===== config.mk =====
export PLATFORM = sky130hd
export DESIGN_NAME = cpu_sequencer
export DESIGN_NICKNAME = d
export VERILOG_FILES = /design/src/rtl/cpu_sequencer.sv
export SDC_FILE = /design/constraint.sdc
export NUM_CORES = 1
export LEC_CHECK = 0
export CORE_MARGIN = 4
export CORE_UTILIZATION = 28
export DETAILED_ROUTE_END_ITERATION = 12
export GPL_TIMING_DRIVEN = 1
export PLACE_DENSITY = 0.62
export SYNTH_ARGS = -nofsm -noshare
export SYNTH_HDL_FRONTEND = slang
export SYNTH_SLANG_ARGS = --single-unit

===== constraint.sdc =====
create_clock -name clk -period 2 [get_ports clk]
set_clock_uncertainty 0.1 [all_clocks]
set_input_delay 0.2 -clock clk [delete_from_list [all_inputs] [get_ports clk]]
set_output_delay 0.2 -clock clk [all_outputs]
set_load 0.005 [all_outputs]

===== src/rtl/cpu_sequencer.sv =====
// cpu_sequencer: multi-cycle fetch/decode/exec/mem control FSM for the 16-bit core.
// Optional SEQ_SINGLE_STEP_EN adds a 'step' input and parks the FSM in HALT after each retire.
module cpu_sequencer #(
    parameter int MEM_TIMEOUT = 15,
    parameter int TO_W        = 4
) (
    input  logic        clk,
    input  logic        rst,
    input  logic [15:0] instr,
    input  logic        zero,
    input  logic        imem_ready,
    input  logic        dmem_ready,
    input  logic        resume,
`ifdef SEQ_SINGLE_STEP_EN
    input  logic        step,
`endif
    output logic        imem_req,
    output logic        ir_load,
    output logic        dmem_req,
    output logic        dmem_we,
    output logic        reg_we,
    output logic        pc_enable,
    output logic        pc_jmpen,
    output logic        retire,
    output logic        bus_error,
    output logic [2:0]  state
);

    typedef enum logic [2:0] {
        S_FETCH  = 3'd0,
        S_DECODE = 3'd1,
        S_EXEC   = 3'd2,
        S_MEM    = 3'd3,
        S_HALT   = 3'd4
    } state_t;

    localparam logic [3:0] OP_ALU   = 4'd1;
    localparam logic [3:0] OP_LOAD  = 4'd2;
    localparam logic [3:0] OP_STORE = 4'd3;
    localparam logic [3:0] OP_JMP   = 4'd4;
    localparam logic [3:0] OP_JZ    = 4'd5;
    localparam logic [3:0] OP_HALT  = 4'd15;

    state_t          cur, nxt, ret_nxt;
    logic [3:0]      op_q, op_d;
    logic [TO_W-1:0] cnt_q, cnt_d;
    logic            berr_q, berr_d;
    logic            timed_out;
    logic            imem_c, ir_c, dreq_c, dwe_c, rwe_c, pce_c, jmp_c, ret_c;
    logic            unused_instr;

    assign unused_instr = ^instr[11:0];

`ifdef SEQ_SINGLE_STEP_EN
    // Set when HALT was entered because an instruction retired in step mode
    logic step_q, step_d;
`endif

    always_ff @(posedge clk or negedge rst) begin
        if (!rst) begin
            cur    <= S_FETCH;
            op_q   <= '0;
            cnt_q  <= '0;
            berr_q <= 1'b0;
`ifdef SEQ_SINGLE_STEP_EN
            step_q <= 1'b0;
`endif
        end else begin
            cur    <= nxt;
            op_q   <= op_d;
            cnt_q  <= cnt_d;
            berr_q <= berr_d;
`ifdef SEQ_SINGLE_STEP_EN
            step_q <= step_d;
`endif
        end
    end

    always_comb begin
        nxt    = cur;
        op_d   = op_q;
        cnt_d  = cnt_q;
        berr_d = berr_q;
        imem_c = 1'b0;
        ir_c   = 1'b0;
        dreq_c = 1'b0;
        dwe_c  = 1'b0;
        rwe_c  = 1'b0;
        pce_c  = 1'b0;
        jmp_c  = 1'b0;
        ret_c  = 1'b0;
`ifdef SEQ_SINGLE_STEP_EN
        step_d  = step_q;
        ret_nxt = S_HALT;
`else
        ret_nxt = S_FETCH;
`endif
        // The increment that would land on MEM_TIMEOUT is the timeout cycle; ready still wins it
        timed_out = (cnt_q >= TO_W'(MEM_TIMEOUT - 1));

        case (cur)
            S_FETCH: begin
                imem_c = 1'b1;
                if (imem_ready) begin
                    ir_c = 1'b1;
                    op_d = instr[15:12];
                    nxt  = S_DECODE;
                end else if (timed_out) begin
                    berr_d = 1'b1;
                    cnt_d  = TO_W'(MEM_TIMEOUT);
                    nxt    = S_HALT;
                end else begin
                    cnt_d = cnt_q + 1'b1;
                end
            end
            S_DECODE: begin
                cnt_d = '0;
                nxt   = S_EXEC;
            end
            S_EXEC: begin
                case (op_q)
                    OP_ALU: begin
                        rwe_c = 1'b1;
                        pce_c = 1'b1;
                        ret_c = 1'b1;
                        nxt   = ret_nxt;
                    end
                    OP_LOAD, OP_STORE: nxt = S_MEM;
                    OP_JMP: begin
                        jmp_c = 1'b1;
                        ret_c = 1'b1;
                        nxt   = ret_nxt;
                    end
                    OP_JZ: begin
                        jmp_c = zero;
                        pce_c = !zero;
                        ret_c = 1'b1;
                        nxt   = ret_nxt;
                    end
                    OP_HALT: begin
                        ret_c = 1'b1;
                        nxt   = S_HALT;
                    end
                    default: begin
                        pce_c = 1'b1;
                        ret_c = 1'b1;
                        nxt   = ret_nxt;
                    end
                endcase
            end
            S_MEM: begin
                dreq_c = 1'b1;
                dwe_c  = (op_q == OP_STORE);
                if (dmem_ready) begin
                    rwe_c = (op_q == OP_LOAD);
                    pce_c = 1'b1;
                    ret_c = 1'b1;
                    nxt   = ret_nxt;
                end else if (timed_out) begin
                    berr_d = 1'b1;
                    cnt_d  = TO_W'(MEM_TIMEOUT);
                    nxt    = S_HALT;
                end else begin
                    cnt_d = cnt_q + 1'b1;
                end
            end
            S_HALT: begin
`ifdef SEQ_SINGLE_STEP_EN
                if (resume || step) begin
                    pce_c = !step_q;
                    nxt   = S_FETCH;
                end
`else
                if (resume) begin
                    pce_c = 1'b1;
                    nxt   = S_FETCH;
                end
`endif
            end
            default: nxt = S_FETCH;
        endcase

        if (nxt != cur && (nxt == S_FETCH || nxt == S_MEM))
            cnt_d = '0;
`ifdef SEQ_SINGLE_STEP_EN
        if (nxt == S_HALT && cur != S_HALT)
            step_d = ret_c && (op_q != OP_HALT);
`endif
    end

    // Outputs are held low throughout reset regardless of inputs
    assign imem_req  = rst & imem_c;
    assign ir_load   = rst & ir_c;
    assign dmem_req  = rst & dreq_c;
    assign dmem_we   = rst & dwe_c;
    assign reg_we    = rst & rwe_c;
    assign pc_enable = rst & pce_c;
    assign pc_jmpen  = rst & jmp_c;
    assign retire    = rst & ret_c;
    assign bus_error = rst & berr_q;
    assign state     = rst ? cur : 3'd0;

endmodule


-- Word level (Yosys, flattened, before mapping)
Cells that the tools add are included.
- reduce and logical (&&, ||, !) cells: 12
- muxes and demuxes: 32
- $lt $le $gt $ge: 1
- bitwise logic cells: 9
- equality and inequality tests: 16
- add/subtract/negate cells: 1
- operators by type and width (kind ; count):
    $mux W4 ; 4
    $mux W3 ; 5
    $pmux W3 S5 ; 1
    $mux W1 ; 14
    $pmux W4 S3 ; 1
    $pmux W1 S2 ; 5
    $and A1 B1 Y1 ; 9
    $eq A3 B2 Y1 const B ; 3
    $eq A4 B2 Y1 const B ; 2
    $eq A4 B3 Y1 const B ; 2
    $logic_not A3 Y1 ; 2
    $ne A3 B3 Y1 const B ; 2
    $pmux W3 S2 ; 1
    $reduce_and A3 Y1 ; 2
    $add A4 B1 Y4 const B ; 1
    $eq A4 B1 Y1 const B ; 1
    $eq A4 B4 Y1 const B ; 1
    $ge A4 B4 Y1 const B ; 1
    $ne A2 B2 Y1 const B ; 2
    $reduce_bool A4 Y1 ; 1
    $reduce_or A4 Y1 ; 1
    $eq A3 B1 Y1 const B ; 1
    $eq A3 B3 Y1 const B ; 1
    $ne A3 B3 Y1 ; 1
    other kinds (7) ; 7
- word-level logic and storage cells: 75
- input bits: 22
- register bits after elaboration: 12

-- Logic depth before layout (Yosys ltp)
Gate-level depths: netlist (run 1).
- depth after elaboration: 9
- depth in mapped cells: 6
- gate-level depth less buffers: 6

-- Least setup slack after synthesis (run 1)
OpenSTA, ideal clock, no wires.
- kind: reg2reg
- start: register cur[2]
- end: register cnt_q[3]
- data required time: 1804 ps
- arrival time: 1477 ps
- stages on the path, launching flop included: 6
- clock period less this slack: 1672 ps
- path buffers: 1
- setup slack: 328 ps
- path through: dfrtp_1 buf_6 or4_4 o31ai_4 a221oi_2 a311oi_2
- longest elaborated chain between the ends: 8
- RTL lines (element ; line ; RTL):
    start: declaration ; 44 ; state_t cur, nxt, ret_nxt;
    start signal: assignment ; 69 ; cur <= nxt;
    $mux W3 ; 108, 159 ;
    $mux W3, on equally long branches ; 154, 104 ;
    $pmux W3 S5 ; 101 ; case (cur)
    $eq A3 B2 Y1 / $logic_not A3 Y1 (equally long branches) ; 183 ; if (nxt != cur && (nxt == S_FETCH || nxt == S_MEM))
    $logic_or A1 B1 Y1 ; 183 ;
    $logic_and A1 B1 Y1 ; 183 ;
    $ne A3 B3 Y1 (no line) / $reduce_bool A4 Y1 (equally long branches) ; n/a ;
    $reduce_and A3 Y1 (no line) ; n/a ;
    end signal: assignment ; 71 ; cnt_q <= cnt_d;
    end: declaration ; 46 ; logic [TO_W-1:0] cnt_q, cnt_d;
Parallel ways exist; a longest one is shown, timed or not.
A chain may end at the register's enable or synchronous reset.

-- Worst setup path in the final report (run 1)
Same ends and word-level chain as after synthesis.

==> results of run 1 <==
==> cell type report <==
type                       instances  share of cell area
sequential                        12              0.2321
timing repair buffer              38              0.2631
clock buffer                       4             0.02805
tap                               31             0.02998
inverter                           3            0.008704
multi-input combinational         68              0.4381
==> cells in the mapped netlist (all sizes together) (2+ instances only) <==
| cell | n | area, sq um |
|---|---|---|
| nor3b | 3 | 22.52 |
| o21ai | 7 | 35.03 |
| nor2b | 3 | 18.77 |
| clkbuf | 2 | 7.510 |
| mux2 | 4 | 45.04 |
| inv | 3 | 11.26 |
| ha | 2 | 25.02 |
| a22oi | 2 | 15.01 |
| and2 | 6 | 37.54 |
| nand2b | 5 | 31.28 |
| nor2 | 5 | 18.77 |
| nor3 | 3 | 15.01 |
| nand2 | 4 | 15.01 |
| buf | 2 | 16.26 |
| a21oi | 3 | 15.01 |
| and3 | 4 | 25.02 |
| dfrtp | 12 | 300.3 |
==> power breakdown <==
part | switching (mW) | internal, mW | leakage, nW | total [mW]
clock network | 0.0879 | 0.111 | 0.0210 | 0.199
registers | 0.0840 | 0.318 | 0.155 | 0.402
logic | 0.374 | 0.423 | 0.435 | 0.797
==> metrics by stage <==
| stage | worst slack (ns) | TNS [ns] | power (mW) | util | hold slack (ns) |
|---|---|---|---|---|---|
| finish | 0.05557 | 0 | 1.398 | 0.4651 | 0.1487 |
| global route | 0.007313 | 0 | 1.511 | 0.4651 | 0.1511 |
| CTS | 0.001703 | 0 | 1.345 | 0.4525 | 0.1407 |
| detailed placement | -0.2029 | -0.3478 | 1.057 | 0.4161 | 0.3499 |
| global placement | -0.1236 | -0.2423 | 1.044 | 0.4161 | 0.3460 |
| floorplan | 0.3278 | 0 | 0.7657 | - | -0.1956 |
==> state kept, by name (all words and copies together) (netlist names) <==
register and flops:
berr_q 1, cnt_q 4, cur 3, op_q 4
==> per-layer routing <==
| layer | GRT usage | part of all wire | up-vias |
|---|---|---|---|
| li1 | - | - | 398 |
| met2 | 0.1917 | 0.50 | 19 |
| met3 | 0.03423 | 0.045 | 2 |
| met1 | 0.1473 | 0.45 | 378 |
| met4 | 0.03183 | 0.0036 | 0 |
| met5 | 0 | 0 | - |
==> kinds of logic after synthesis <==
kind of cell	count (synthesis)
muxes	4
and+or+nand+nor	40
AOI/OAI and AO/OA	22
DFF	12
buffers and inverters	7
adders and majority gates	2
==> worst min-delay path by stage <==
stage	startpoint	to	slack [ns]	depth (start not counted)
finish	rst	cur[1]	0.15	2
global route	rst	cur[1]	0.15	2
floorplan	rst	berr_q	-0.20	0
global placement	berr_q	berr_q	0.35	1
detailed placement	berr_q	berr_q	0.35	1
CTS	rst	cur[1]	0.14	2
==> timing repair <==
| action | in CTS | in global routing |
|---|---|---|
| pin swaps | 5 | 5 |
| resized for setup | 25 | 10 |
| hold endpoints to repair | 0 | 0 |
| endpoints found under the setup margin | 7 | 6 |
| setup buffers | 2 | 1 |
==> results.tsv, run 1 <==
metric	value	unit
synth-xor-area-share	0	
synth_compound_area_frac	0.2163	
die_y	62.35	microns
dieArea	0.003888	sq mm
setup_viol	0	
crit_family	simple AND/OR/NAND/NOR gates	
maxSlewHeadroom	0.6350	
cts_max_level	1	
ys_seq_area_frac	0.3631	
p_leak	0.6106	nW
multi_input_area	566.8	sq um
ys_ff_latch	12	
grt.overflow.total	0	
synth_nets	111	
synthMuxAreaShare	0.05446	
cp_cell_sequence	buf_6 -> buf_4 -> or4_4 -> o31ai_4 -> a221oi_2 -> a311oi_2	
status	completed	
fin_crit	1.944	ns
r2r_slack	0.06	ns
clk_latency	0.28	ns
grt_pass1_wl	3760	microns
synth-simple-area-share	0.2935	
cts_root_buf	clkbuf_4	
synth_edf_count	0	
cts_num_sinks	12	
layout.cells.most_common	buf_4	
drt_pass1_iterations	4	
drt_iter0_markers	33	
synth_fa_ha_area_frac	0.03026	
cts_tree	done	
arrival	2.03	ns
io_pins	34	
drv_slew	0	
final_cells	156	
diodes	0	
placed_area	0.001157	sq mm
layout_common_cells	15 x buf_4, 13 x clkdlybuf4s50_1, 12 x dfrtp_1, 7 x o21ai_0, 6 x and2_1	
row_count	19	
synth_ff_type	dfrtp_1	
synth_area_per_cell	9.506	sq um
nFillCells	265	
critPathCaptureType	flip-flop	
rr_startpoint	cur[2]	
antenna_left	0	
synth_top_family_by_area	simple AND/OR/NAND/NOR gates	
gp_congestion	0.8141	
grt_antenna_before_repair	0	
reg2regPathDepth	6	
async_flop_share	1.000	
dp.cells	149	
wl_per_cell	14.22	microns
ys_types	36	
grt.total_usage	0.1165	
clkTransAtPathRegs	0.08	ns
critical_path.max_stage_delay	0.55	ns
cts_buffer_depth	2	
tightestPinTransition	0.5404	ns
final_net_count	150	
syn_area	827.0	sq um
hold_viol	0	
slowest_stage	or4_4	
synth_cells	87	
seqCellArea	300.3	sq um
worst-path-buf-inv	2	
vias	797	
core_area	0.002781	sq mm
post-dp-hpwl	1661	microns
routed_wl	2218	microns
maxCapViolCount	0	
drive_gt1_frac	0.3200	
grt_max_degree	17	
syn2layout_area_growth	56.43	%
path_max_fanout	4	
hold_path.class	input port to async pin	
postCtsHoldBufs	0	
timing.rr.end	cnt_q[3]	
final_cell_area	0.001294	sq mm
fp.dieW	62.35	microns
path_class	flip-flop to flip-flop	
crit_path_start	cur[2]	
vdd_drop_max	0.0007768	V
drc	0	
numPortBuffers	21	
start_kind	flip-flop	
fin_crit_sh	0.9722	
grt_setup_unrepaired	no	
max_freq	0.5143	GHz
critPathRequiredTime	2.08	ns
cts_inserted_buffers	3	
power_density	1080	mW/mm^2
cp.depth	6	
first_global_vias	814	
critPathCapture	cnt_q[3]	
ys_warn_count	0	
vias_per_cell	5.109	
start_util	0.2973	
Power figures use the tool's default switching activity.
==> run 2, diff against run 1 <==
Settings changed: DONT_BUFFER_PORTS set to 1, PLACE_DENSITY 0.62 to 0.47.
==> results.tsv, run 2 (synthesis results as in run 1) <==
metric	value	unit	change
maxCapViolCount	0		unchanged
critPathCaptureType	output port		was flip-flop
antenna_left	0		unchanged
switching_share	0.4076		was 0.3907
power	1.125	mW	was 1.398 mW
gp_congestion	0.7734		was 0.8141
final_net_count	122		was 150
cts_inserted_buffers	3		unchanged
diodes	0		unchanged
routed_wl	1982	microns	was 2218 microns
power_density	1151	mW/mm^2	was 1080 mW/mm^2
dp.cells	118		was 149
vias_per_cell	5.320		was 5.109
drive_gt1_frac	0.2062		was 0.3200
drv_slew	0		unchanged
arrival	1.57	ns	was 2.03 ns
grt_pass1_wl	3346	microns	was 3760 microns
core_area	0.002781	sq mm	unchanged
hold_path.class	input port to flip-flop		was input port to async pin
drt_iter0_markers	24		was 33
p_leak	0.4208	nW	was 0.6106 nW
path_max_fanout	4		unchanged
setup_viol	0		unchanged
io_pins	34		unchanged
timing.rr.end	cnt_q[3]		unchanged
grt_antenna_before_repair	0		unchanged
numPortBuffers	0		was 21
status	completed		unchanged
worst_hold_slack	0.1187	ns	was 0.1487 ns
final_cells	128		was 156
pre_cts_ws	0.1801	ns	was -0.2029 ns
setup_tns	0	ns	unchanged
biggestRegsByFlops	cnt_q (4), op_q (4), cur (3)		unchanged
min_path_cells	3		
clkPwrFrac	0.175		was 0.142
start_kind	flip-flop		unchanged
reg2regPathDepth	5		was 6
placed_area	872.1	sq um	was 0.001157 sq mm
grt_max_degree	13		was 17
hp-start	dmem_ready		
drc	0		unchanged
maxSlewHeadroom	0.6059		was 0.6350
post-dp-hpwl	1435	microns	was 1661 microns
switchingPower	458.6	uW	was 546.2 uW
first_global_vias	719		was 814
r2r_slack	0.14	ns	was 0.06 ns
fin_crit_sh	0.9334		was 0.9722
dieArea	0.003888	sq mm	unchanged
rr_startpoint	cur[0]		was cur[2]
start_util	0.2973		unchanged
wl_per_cell	15.48	microns	was 14.22 microns
final_cell_area	977.2	sq um	was 0.001294 sq mm
critPathRequiredTime	1.70	ns	was 2.08 ns
layout.cells.most_common	dfrtp_1		was buf_4
fin_crit	1.867	ns	was 1.944 ns
fin_util	0.3513		was 0.4651
whs_endpoint	cur[1]		
syn2layout_area_growth	18.15	%	was 56.43%
vias	681		was 797
hold_viol	0		unchanged
p_comb_frac	0.438		was 0.570
drt_pass1_iterations	3		was 4
vdd_drop_max	0.0005740	V	was 0.0007768 V
grt_setup_unrepaired	no		unchanged
clk_latency	0.27	ns	was 0.28 ns
cts_num_sinks	12		unchanged
layout_common_cells	8 x dfrtp_1, 7 x o21ai_0, 6 x and2_1		was 15 x buf_4, 13 x clkdlybuf4s50_1, 12 x dfrtp_1, 7 x o21ai_0, 6 x and2_1
cts_max_level	1		unchanged
timing.final.ws_setup	0.1333	ns	was 0.05557 ns
fp.dieW	62.35	microns	unchanged
path_class	flip-flop to output port		was flip-flop to flip-flop
cts_root_buf	clkbuf_4		unchanged
tightestPinTransition	0.5892	ns	was 0.5404 ns
clkTransAtPathRegs	0.08	ns	about the same
grt.total_usage	0.1084		was 0.1165
die_y	62.35	microns	unchanged
cts_buffer_depth	2		unchanged
p_int	666.5	uW	was 851.7 uW
cts_tree	done		unchanged
max_freq	0.5357	GHz	was 0.5143 GHz
seq_power_share	0.387		was 0.288
row_count	19		unchanged
grt.overflow.total	0		unchanged
-- run 2: layout make-up --
cell class	instances	area [sq um]
fill	287	1804
multi-input combinational	68	498.0
sequential	12	305.3
timing repair buffer	10	87.58
tap	31	38.79
clock buffer	4	36.28
inverter	3	11.26
-- run 2: worst max path at each step --
stage | start | to | slack (ns) | cells past startpoint
3_3_place_gp | cur[2] | cnt_q[3] | 0.17 | 4
3_5_place_dp | cnt_q[0] | cnt_q[1] | 0.18 | 6
4_1_cts | cur[0] | reg_we | 0.04 | 3
2_1_floorplan | cur[2] | cnt_q[3] | 0.33 | 5
6_report | cur[0] | reg_we | 0.13 | 3
5_1_grt | cnt_q[0] | cnt_q[1] | 0.02 | 6
-- run 2: worst max-delay path: stages (launching register included) --
cell and delay, ns:
dfrtp_2 0.44, or3b_1 0.39, a2111oi_2 0.30, buf_4 0.16
-- run 2: per-layer routing --
layer | up-vias | GRT usage | share of wire
met1 | 319 | 0.1399 | 0.47
met4 | 0 | 0.02387 | 0.0096
met5 | - | 0 | 0
met2 | 19 | 0.1684 | 0.46
met3 | 2 | 0.04505 | 0.063
li1 | 341 | - | -
-- run 2: power by group through the flow --
stage | Combinational, mW | Sequential [mW] | Clock (mW)
final | 0.493 | 0.435 | 0.197
after floorplan | 0.379 | 0.387 | 0
after global placement | 0.439 | 0.442 | 0
after global routing | 0.555 | 0.451 | 0.220
after detailed placement | 0.443 | 0.446 | 0
after CTS | 0.493 | 0.425 | 0.204
-- run 2: what timing repair did --
item | in CTS | in global routing
endpoints found under the setup margin | 1 | 1
resized for setup | 2 | 4
hold buffers | 5 | 0
endpoints found under the hold margin | 16 | 0
pin swaps | 0 | 1
buffers inserted | 1 | 0
gates cloned | 0 | 0
==> run 3, diff against run 2 <==
--- a/config.mk
+++ b/config.mk
@@ -9,2 +9,3 @@
 export CORE_UTILIZATION = 28
+export CTS_CLUSTER_DIAMETER = 80
 export DETAILED_ROUTE_END_ITERATION = 12
@@ -12,3 +13,2 @@
 export GPL_TIMING_DRIVEN = 1
-export PLACE_DENSITY = 0.47
 export SYNTH_ARGS = -nofsm -noshare
==> constraint.sdc (replaced) <==
create_clock -name clk -period 2 [get_ports clk]
set_clock_uncertainty 0.1 [all_clocks]
set_input_delay 0.4 -clock clk [delete_from_list [all_inputs] [get_ports clk]]
set_output_delay 0.4 -clock clk [all_outputs]
set_load 0.005 [all_outputs]
==> results.tsv, run 3 (synthesis results as in run 1) <==
metric	value	unit	change
dp.cells	121		was 118
die_y	62.35	microns	unchanged
p_comb_frac	0.513		was 0.438
grt_pass1_wl	3263	microns	was 3346 microns
grt_setup_unrepaired	yes		was no
arrival	1.51	ns	was 1.57 ns
fp.dieW	62.35	microns	unchanged
cts_root_buf	clkbuf_4		unchanged
gp_congestion	0.7849		was 0.7734
post_cts_buffers	0		was 1
max_freq	0.4964	GHz	was 0.5357 GHz
nFillCells	291		was 287
hold_path.class	input port to flip-flop		unchanged
critPathCaptureType	output port		unchanged
clk_latency	0.27	ns	about the same
path_max_fanout	2		was 4
grt_max_degree	17		was 13
syn2layout_area_growth	16.34	%	was 18.15%
cts_max_level	1		unchanged
start_util	0.2973		unchanged
final_cells	125		was 128
crit_path_start	cur[0]		unchanged
vias_per_cell	5.608		was 5.320
final_cell_area	962.2	sq um	was 977.2 sq um
maxSlewHeadroom	0.6182		was 0.6059
io_pins	34		unchanged
layout.cells.most_common	dfrtp_1		unchanged
fin_crit	2.015	ns	was 1.867 ns
final_net_count	120		was 122
core_area	0.002781	sq mm	unchanged
routed_wl	1941	microns	was 1982 microns
p_leak	0.4211	nW	was 0.4208 nW
drc	0		unchanged
timing.final.ws_setup	-0.01457	ns	was 0.1333 ns
antenna_left	0		unchanged
clkTransAtPathRegs	0.07	ns	was 0.08 ns
switchingPower	459.5	uW	was 458.6 uW
vias	701		was 681
first_global_vias	713		was 719
cts_inserted_buffers	3		unchanged
cp_cell_sequence	or3b_1 -> a2111oi_2 -> buf_4		unchanged
hold_viol	0		unchanged
setup_tns	-0.01457	ns	was 0 ns
drive_gt1_frac	0.2234		was 0.2062
biggestRegsByFlops	cnt_q (4), op_q (4), cur (3)		unchanged
maxCapViolCount	0		unchanged
drt_iter0_markers	13		was 24
drv_slew	0		unchanged
cts_num_sinks	12		unchanged
slowest_stage	dfrtp_1		was dfrtp_2
cts_buffer_depth	2		unchanged
clkPwrFrac	0.130		was 0.175
grt_antenna_before_repair	0		unchanged
dieArea	0.003888	sq mm	unchanged
placed_area	894.6	sq um	was 872.1 sq um
drt_pass1_iterations	6		was 3
seq_power_share	0.357		was 0.387
numPortBuffers	0		unchanged
violations	negative setup slack		
status	complete, but fails checks		was completed
wl_per_cell	15.53	microns	was 15.48 microns
critical_path.max_stage_delay	0.40	ns	was 0.44 ns
critPathRequiredTime	1.50	ns	was 1.70 ns
switching_share	0.4124		was 0.4076
post-dp-hpwl	1427	microns	was 1435 microns
start_kind	flip-flop		unchanged
p_int	654.6	uW	was 666.5 uW
power_density	1158	mW/mm^2	was 1151 mW/mm^2
fin_util	0.3459		was 0.3513
vdd_drop_max	0.0008088	V	was 0.0005740 V
layout_common_cells	12 x dfrtp_1, 7 x o21ai_0, 6 x and2_1		was 8 x dfrtp_1, 7 x o21ai_0, 6 x and2_1
cts_tree	done		unchanged
worst_hold_slack	0.1585	ns	was 0.1187 ns
path_class	flip-flop to output port		unchanged
grt.overflow.total	0		unchanged
rr_startpoint	cnt_q[0]		was cur[0]
grt.total_usage	0.1022		was 0.1084
fin_crit_sh	1.007		was 0.9334
tightestPinTransition	0.5709	ns	was 0.5892 ns
row_count	19		unchanged
power	1.114	mW	was 1.125 mW
setup_viol	1		was 0
diodes	0		unchanged
hp-start	instr[15]		was dmem_ready
pre_cts_ws	0.2055	ns	was 0.1801 ns
## run 3: changes by cell type in the layout (fill, tap and decap cells not counted)
cell           previous run  this run
nor3b_1                   3         1
nor3_2                    0         1
dfrtp_1                   8        12
nor4b_2                   0         1
dlygate4sd3_1             5         1
nor3_1                    3         2
buf_6                     0         2
clkbuf_8                  1         0
nor3b_2                   0         2
dfrtp_2                   4         0
nor4b_1                   1         0
## run 3: timing repair
item | in CTS | in global routing
gates resized for setup | 4 | 4
setup endpoints to repair | 3 | 3
hold buffers | 1 | 0
hold endpoints to repair | 12 | 0
pin swaps | 1 | 0
## run 3: power groups by stage
stage,Combinational (mW),Clock (mW),Sequential [mW]
after floorplan,0.379,0,0.387
after global placement,0.523,0,0.385
after detailed placement,0.530,0,0.387
after CTS,0.558,0.149,0.391
after global routing,0.639,0.165,0.409
final,0.572,0.144,0.398
## run 3: final timing paths
| check | end | slack, ns | cells past startpoint |
|---|---|---|---|
| max | reg_we | -0.01 | 3 |
| min | op_q[3] | 0.16 | 1 |
| max reg2reg | cnt_q[1] | 0.22 | 6 |
| min reg2reg | berr_q | 0.36 | 1 |
| max in group asynchronous | op_q[2] | 0.96 | 1 |
| min in group asynchronous | cnt_q[2] | 0.46 | 1 |
## run 3: layer usage
| layer | GRT usage | part of all wire |
|---|---|---|
| met5 | 0 | 0 |
| met4 | 0.04775 | 0.0067 |
| met3 | 0.03243 | 0.054 |
| met2 | 0.1671 | 0.47 |
| met1 | 0.1203 | 0.46 |
## run 3: worst max-delay path: cells and delay by family, from the launching register on
family                 cells  cell delay, ns
AO/OA/AOI/OAI              1            0.30
buffers and inverters      1            0.17
flip-flops                 1            0.40
AND/OR/NAND/NOR            1            0.39
## run 3: layout make-up
type,count,area [sq um],share of cell area
repair buffers,8,70.07,0.07282
well taps,31,38.79,0.04031
flip-flops and latches,12,300.3,0.3121
inverters,3,11.26,0.01170
clock buffers,3,22.52,0.02341
multi-input cells,68,519.2,0.5397
